$ cat src/rtl/ram_arbiter.sv
// Two-port arbiter in front of a single-port synchronous RAM. After reset (or a
// clear request) it sweeps INIT_VALUE into every location, then serves the ports.
module ram_arbiter #(
  parameter int DATA_WIDTH = 16,
  parameter int ADDRESSES = 1024,
  parameter logic [DATA_WIDTH-1:0] INIT_VALUE = '0,
  localparam int AW = $clog2(ADDRESSES)
) (
  input  logic                  clk,
  input  logic                  reset_n,
  input  logic                  clear,
  input  logic                  req0,
  input  logic                  we0,
  input  logic [AW-1:0]         addr0,
  input  logic [DATA_WIDTH-1:0] wdata0,
  input  logic                  req1,
  input  logic                  we1,
  input  logic [AW-1:0]         addr1,
  input  logic [DATA_WIDTH-1:0] wdata1,
  output logic                  gnt0,
  output logic                  gnt1,
  output logic                  rvalid0,
  output logic [DATA_WIDTH-1:0] rdata0,
  output logic                  rvalid1,
  output logic [DATA_WIDTH-1:0] rdata1,
  output logic                  init_done,
  output logic                  ram_write,
  output logic [AW-1:0]         ram_addr,
  output logic [DATA_WIDTH-1:0] ram_data_in,
  input  logic [DATA_WIDTH-1:0] ram_data_out,
  output logic                  dbg_state_o
);

  typedef enum logic {ST_INIT = 1'b0, ST_RUN = 1'b1} state_e;

  state_e                  state_q, state_d;
  logic [AW-1:0]           cnt_q, cnt_d;
  logic                    last_q, last_d;
  logic                    ram_write_q, ram_write_d;
  logic [AW-1:0]           ram_addr_q, ram_addr_d;
  logic [DATA_WIDTH-1:0]   ram_data_q, ram_data_d;
  logic                    tag_v_q, tag_v_d;
  logic                    tag_p_q, tag_p_d;
  logic                    rvalid0_q, rvalid1_q;
  logic                    gnt0_c, gnt1_c;

  // Handshake: a requester holds req_x (with we/addr/wdata stable) until it sees
  // gnt_x; the transfer happens at the rising edge where req_x and gnt_x are both
  // high. gnt_x is combinational, so a lone requester is served in the same cycle.
  always_comb begin
    state_d     = state_q;
    cnt_d       = cnt_q;
    last_d      = last_q;
    gnt0_c      = 1'b0;
    gnt1_c      = 1'b0;
    ram_write_d = 1'b0;
    ram_addr_d  = ram_addr_q;
    ram_data_d  = ram_data_q;
    tag_v_d     = 1'b0;
    tag_p_d     = tag_p_q;
    case (state_q)
      ST_INIT: begin
        ram_write_d = 1'b1;
        ram_addr_d  = cnt_q;
        ram_data_d  = INIT_VALUE;
        cnt_d       = cnt_q + 1'b1;
        if (cnt_q == AW'(ADDRESSES - 1)) begin
          state_d = ST_RUN;
          cnt_d   = '0;
        end
      end
      ST_RUN: begin
        if (clear) begin
          state_d = ST_INIT;
          cnt_d   = '0;
        end else begin
          // last_q==1 means port 1 was served last, so port 0 wins a contention.
          if (req0 && req1) begin
            gnt0_c = last_q;
            gnt1_c = ~last_q;
          end else begin
            gnt0_c = req0;
            gnt1_c = req1;
          end
          if (gnt0_c) begin
            ram_write_d = we0;
            ram_addr_d  = addr0;
            ram_data_d  = wdata0;
            last_d      = 1'b0;
            tag_v_d     = ~we0;
            tag_p_d     = 1'b0;
          end else if (gnt1_c) begin
            ram_write_d = we1;
            ram_addr_d  = addr1;
            ram_data_d  = wdata1;
            last_d      = 1'b1;
            tag_v_d     = ~we1;
            tag_p_d     = 1'b1;
          end
        end
      end
      default: state_d = ST_INIT;
    endcase
  end

  always_ff @(posedge clk or negedge reset_n) begin
    if (!reset_n) begin
      state_q     <= ST_INIT;
      cnt_q       <= '0;
      last_q      <= 1'b1;
      ram_write_q <= 1'b0;
      ram_addr_q  <= '0;
      ram_data_q  <= '0;
      tag_v_q     <= 1'b0;
      tag_p_q     <= 1'b0;
      rvalid0_q   <= 1'b0;
      rvalid1_q   <= 1'b0;
    end else begin
      state_q     <= state_d;
      cnt_q       <= cnt_d;
      last_q      <= last_d;
      ram_write_q <= ram_write_d;
      ram_addr_q  <= ram_addr_d;
      ram_data_q  <= ram_data_d;
      tag_v_q     <= tag_v_d;
      tag_p_q     <= tag_p_d;
      // Read tags keep flowing through a clear so issued reads still complete.
      rvalid0_q   <= tag_v_q & ~tag_p_q;
      rvalid1_q   <= tag_v_q & tag_p_q;
    end
  end

  // The RAM's registered output lines up with the second tag stage, so the
  // read data is steered straight through and zeroed when not valid.
  assign rdata0      = rvalid0_q ? ram_data_out : '0;
  assign rdata1      = rvalid1_q ? ram_data_out : '0;
  assign rvalid0     = rvalid0_q;
  assign rvalid1     = rvalid1_q;
  assign gnt0        = gnt0_c;
  assign gnt1        = gnt1_c;
  assign init_done   = (state_q == ST_RUN);
  assign ram_write   = ram_write_q;
  assign ram_addr    = ram_addr_q;
  assign ram_data_in = ram_data_q;
  assign dbg_state_o = state_q;

endmodule

$ cat config.mk
export PLATFORM = sky130hd
export DESIGN_NAME = ram_arbiter
export DESIGN_NICKNAME = d
export VERILOG_FILES = /design/src/rtl/ram_arbiter.sv
export SDC_FILE = /design/constraint.sdc
export NUM_CORES = 1
export LEC_CHECK = 0
export ABC_CLOCK_PERIOD_IN_PS = 2300
export CORE_AREA = 2 2 80 82
export DETAILED_ROUTE_END_ITERATION = 16
export DIE_AREA = 0 0 82 84
export PLACE_DENSITY = 0.83
export SLEW_MARGIN = 25
export SYNTH_ARGS = -nofsm -noshare
export SYNTH_HDL_FRONTEND = slang
export SYNTH_SLANG_ARGS = --single-unit
$ cat constraint.sdc
create_clock -name clk -period 2.3 [get_ports clk]
set_input_delay 0.46 -clock clk [delete_from_list [all_inputs] [get_ports clk]]
set_output_delay 0.46 -clock clk [all_outputs]
set_load 0.05 [all_outputs]
**Word-level counts from Yosys, hierarchy flattened**

Index checks and enable logic that the tools add are counted.

- Bitwise operators: 8
- $mul: 0
- Add/subtract/negate cells: 1
- $lt $le $gt $ge: 0
- Reductions and logical operators: 4
- Divide/modulo/power cells: 0
- Shift operators: 0
- Equality and inequality tests: 4
- Multiplexer cells: 36

Operators by type and width:

| kind | number |
|---|---|
| $mux 16 | 5 |
| $mux 10 | 5 |
| $pmux 10 s2 | 2 |
| $pmux 16 s2 | 1 |
| $mux 1 | 21 |
| $add 10x1->10 const B | 1 |
| $eq 10x10->1 const B | 1 |
| $not 1->1 | 6 |
| $ne 2x2->1 const B | 2 |
| $pmux 1 s2 | 2 |
| $ne 3x1->1 const B | 1 |
| $reduce_and 3->1 | 1 |
| $and 1x1->1 | 2 |
| $reduce_and 2->1 | 1 |
| $reduce_bool 2->1 | 1 |
| $logic_and 1x1->1 | 1 |

- Bits in latches: 0
- Bits of input ports: 75
- RAM bits: 0
- Memories kept: 0
- Register bits: 43
- Bits in read-only memories: 0

**Depth between registers and ports, before layout**

- Depth after elaboration: 8
- Mapped depth: 6
- Mapped depth without buffers: 5

**Worst setup path after synthesis**

No wires, ideal clock.

- Path type: register -> output
- From: register state_q, in the netlist dbg_state_o
- To: output gnt0
- Data required time: 1840 ps
- Stages on the path, launching flop included: 4
- Slack: -6 ps
- Arrival: 1846 ps
- Path buffers: 1
- Cell sequence: dfrtp_1 > clkbuf_1 > nand2b_1 > nor2_1

- Longest elaborated chain between the ends: 1

RTL lines:

| what | line | RTL |
|---|---|---|
| start: declaration | 36 | `state_e state_q, state_d;` |
| start signal: assignment | 119 | `state_q <= state_d;` |
| $mux 1 | 61 | `case (state_q)` |
| end: declaration | 20 | `output logic gnt0,` |

Every way passes these cells.

**Final worst setup path**

- From: input req1
- To: output gnt0

- Longest elaborated chain between the ends: 6

RTL lines:

| what | line | RTL |
|---|---|---|
| start: declaration | 16 | `input logic req1,` |
| $logic_and 1x1->1 | 78 | `if (req0 && req1) begin` |
| $mux 1 | 78 |  |
| $mux 1 | 73 | `if (clear) begin` |
| $mux 1 | 61 |  |
| $mux 1 | 73 |  |
| $mux 1 | 61 |  |

Every way passes these cells. The select of a mux whose other input is x is not followed.

==> summary.md <==
| Metric | Value |
|---|---|
| Cts repair resizes | 0 |
| Critical path startpoint category | input port |
| Routed len/inst | 14.3 um |
| Clock Tree Buf Depth | 2 |
| Synth top area share | 45.1% |
| Drt drc | 0 |
| TritonCTS Buffers | 5 |
| Hpwl dp | 5430 um |
| Largest cells by area after synthesis | dfrtp_1 (45%), mux2i_1 (12%), and2_1 (9.4%), o21ai_1 (5.8%), nand2_1 (4.7%) |
| Starting Density | 38.2% |
| Post-synth ARST share | 100% |
| Leak pwr | 1.90 nW |
| Die height | 84 um |
| Final Wtd Congestion | 0.847 |
| Relative slew slack | 64.7% |
| R2r endpoint | cnt_q[5] |
| Site Rows | 29 |
| Class of the worst hold path | in2async |
| Nets | 465 |
| I/O Buffers | 139 |
| Number of flops mapped to enable cells by yosys | 0 |
| Fin. Hold Viols | 0 |
| Grt ovf | 0 |
| Number of global-route vias before repair | 2257 |
| CTS Sinks | 43 |
| Routed vias/inst | 4.97 |
| Yosys reg bits | 43 |
| Netlist cell types | 36 |
| Mapped Area | 2330 um^2 |
| TritonRoute pass-1 iters | 4 |
| Initial antenna violation count | 0 |
| Final ANT Viol Nets | 0 |
| Minimum clock period | 2.05 ns |
| Worst Path Required | 1.84 ns |
| 1st-iter DRT viols | 63 |
| Worst Path Max Fanout | 6 |
| Max-Cap Viols | 0 |
| Final setup skew | 0.00921 ns |
| Clk root buf | clkbuf_8 |
| Reg2reg start | cnt_q[0] |
| Core ar. | 6100 um^2 |
| CTS tree | done |
| Fmax | 489 MHz |
| Tcrit/Tclk final | 89.0% |
| Run status | complete, no violations |
| Setup crit end kind | output port |
| H-tree depth | 2 |
| DRT Wirelength | 6690 um |
| Final Util | 70.4% |
| First-pass GRT wire length | 10600 um |
| Post-CTS Setup Bufs | 0 |
| Unrepaired setup endpoints after global routing | false |
| Post-synth top area cell | dfrtp_1 |
| Max Transition Viols Final | 0 |
| GRT Util Overall | 19.9% |
| Yosys warning count | 0 |
| Sequential area share after synthesis | 46.2% |
| Worst-Skew Late Latency | 0.29 ns |
| Synth top cells by count | dfrtp_1 (42), and2_1 (35), nand2_1 (29) |
| Worst EP arrival | 1.59 ns |
| # IOs | 140 |
| Clock Pin Slew Worst Setup and Hold Paths | 0.08 ns |
| Critical path type | in2out |
| Pin count of the biggest net entering global routing | 23 |
| FF-to-FF setup slack | 0.65 ns |
| Vias | 2319 |
| Most common cell in the synthesized netlist | dfrtp_1 |
| Cells on worst reg2reg path | 5 |
| Syn_area_per_cell | 9.63 um^2 |
| Maximum vdd drop | 0.546 mV |
| Post-CTS Hold Buffers | 0 |
| Die Wd | 82 um |
| Final antenna diode count | 0 |
| Worst Tran Pin Value | 0.528 ns |
| Die ar. | 6890 um^2 |
| Setup TNS | 0 ns |
| P per Cell Area | 558 nW/um^2 |
| Area growth, synth to finish | 84.0% |
| Setup Viol. Count Final | 0 |
| Mapped Cells | 242 |
| Leading register cell type out of synthesis | dfrtp_1 |
| Syn_nets | 318 |
| Layout cell share with drive strength beyond 1 | 16.9% |
[routing by layer]
metal | track usage (%) | vias to the layer above | part of all wire [%]
met5 | 0 | - | 0
met4 | 5.61 | 0 | 1.0
met3 | 6.28 | 6 | 8.3
met2 | 34.8 | 95 | 51
met1 | 22.8 | 1089 | 40
li1 | - | 1129 | -
[logic make-up after synthesis]
family / Yosys count / share of synthesized area (%)
compound gates: 57 / 14.5
xor+xnor: 3 / 1.13
fa+ha+maj: 1 / 0.537
buf+inv: 15 / 3.70
flops: 43 / 46.2
mux: 29 / 12.6
simple gates: 94 / 21.4
[layout make-up]
| type | count | area (um^2) |
|---|---|---|
| Inverter | 2 | 7.51 |
| Timing Repair Buffer | 153 | 1840 |
| Clock buffer | 7 | 86.3 |
| Tap cell | 77 | 96.3 |
| Multi-Input combinational cell | 184 | 1180 |
| Fill cell | 438 | 1810 |
| Clock inverter | 1 | 5.00 |
| Sequential cell | 43 | 1080 |
[metrics by stage]
step	setup WS [ns]	instances	instance area [um^2]	total power, mW	hold WS [ns]
CTS	0.261	467	4290	2.41	0.00190
global route	0.192	467	4290	2.51	0.00572
detailed placement	0.258	459	4200	1.92	0.317
finish	0.254	467	4290	2.39	0.00390
global placement	0.289	459	4200	1.89	0.316
floorplan	0.211	242	2330	1.55	0.164
[cells in the final DEF (no fill, tap or decap), drive strengths merged]
cell | netlist | routed
a21o | 2 | 2
o21a | 2 | 2
and4 | 2 | 2
nand2 | 29 | 29
nand3 | 5 | 5
nor2 | 6 | 6
a221o | 1 | 1
a22oi | 1 | 1
nand4 | 1 | 1
dfstp | 1 | 1
xor2 | 2 | 2
o22ai | 4 | 4
a22o | 2 | 2
buf | 7 | 51
nor3 | 1 | 1
clkdlybuf4s50 | 0 | 102
o211ai | 2 | 2
a21oi | 11 | 11
nor2b | 12 | 12
and2 | 35 | 35
clkbuf | 6 | 7
mux2i | 27 | 27
mux2 | 2 | 2
a31oi | 3 | 3
dfrtp | 42 | 42
nand2b | 1 | 1
ha | 1 | 1
inv | 2 | 2
clkinv | 0 | 1
o21ai | 29 | 29
and3 | 2 | 2
xnor2 | 1 | 1
[worst max-delay path by stage]
stage | end | cells after the start | startpoint
after global placement | gnt0 | 5 | req1
after floorplan | gnt0 | 3 | dbg_state_o
after CTS | gnt0 | 5 | req1
after detailed placement | ram_data_in[0] | 6 | req1
final | gnt0 | 5 | req1
after global routing | gnt0 | 5 | req1
[flip-flops by register name, indices dropped and copies added (netlist names)]
signal	flops
ram_data_in	16
cnt_q	10
ram_addr	10
dbg_state_o	1
last_q	1
ram_write	1
rvalid0	1
rvalid1	1
tag_p_q	1
tag_v_q	1
[critical path: stages]
cell             delay, ns
clkdlybuf4s50_1       0.60
inv_2                 0.09
o21ai_4               0.20
nor2_2                0.06
buf_4                 0.19
[power breakdown]
part	switching [mW]	internal (mW)	leakage (nW)	total (mW)
Clock	0.244	0.242	0.0482	0.486
Sequential	0.138	0.894	0.556	1.03
Combinational	0.463	0.411	1.30	0.873
No activity file was read; power rests on OpenSTA's default activity.
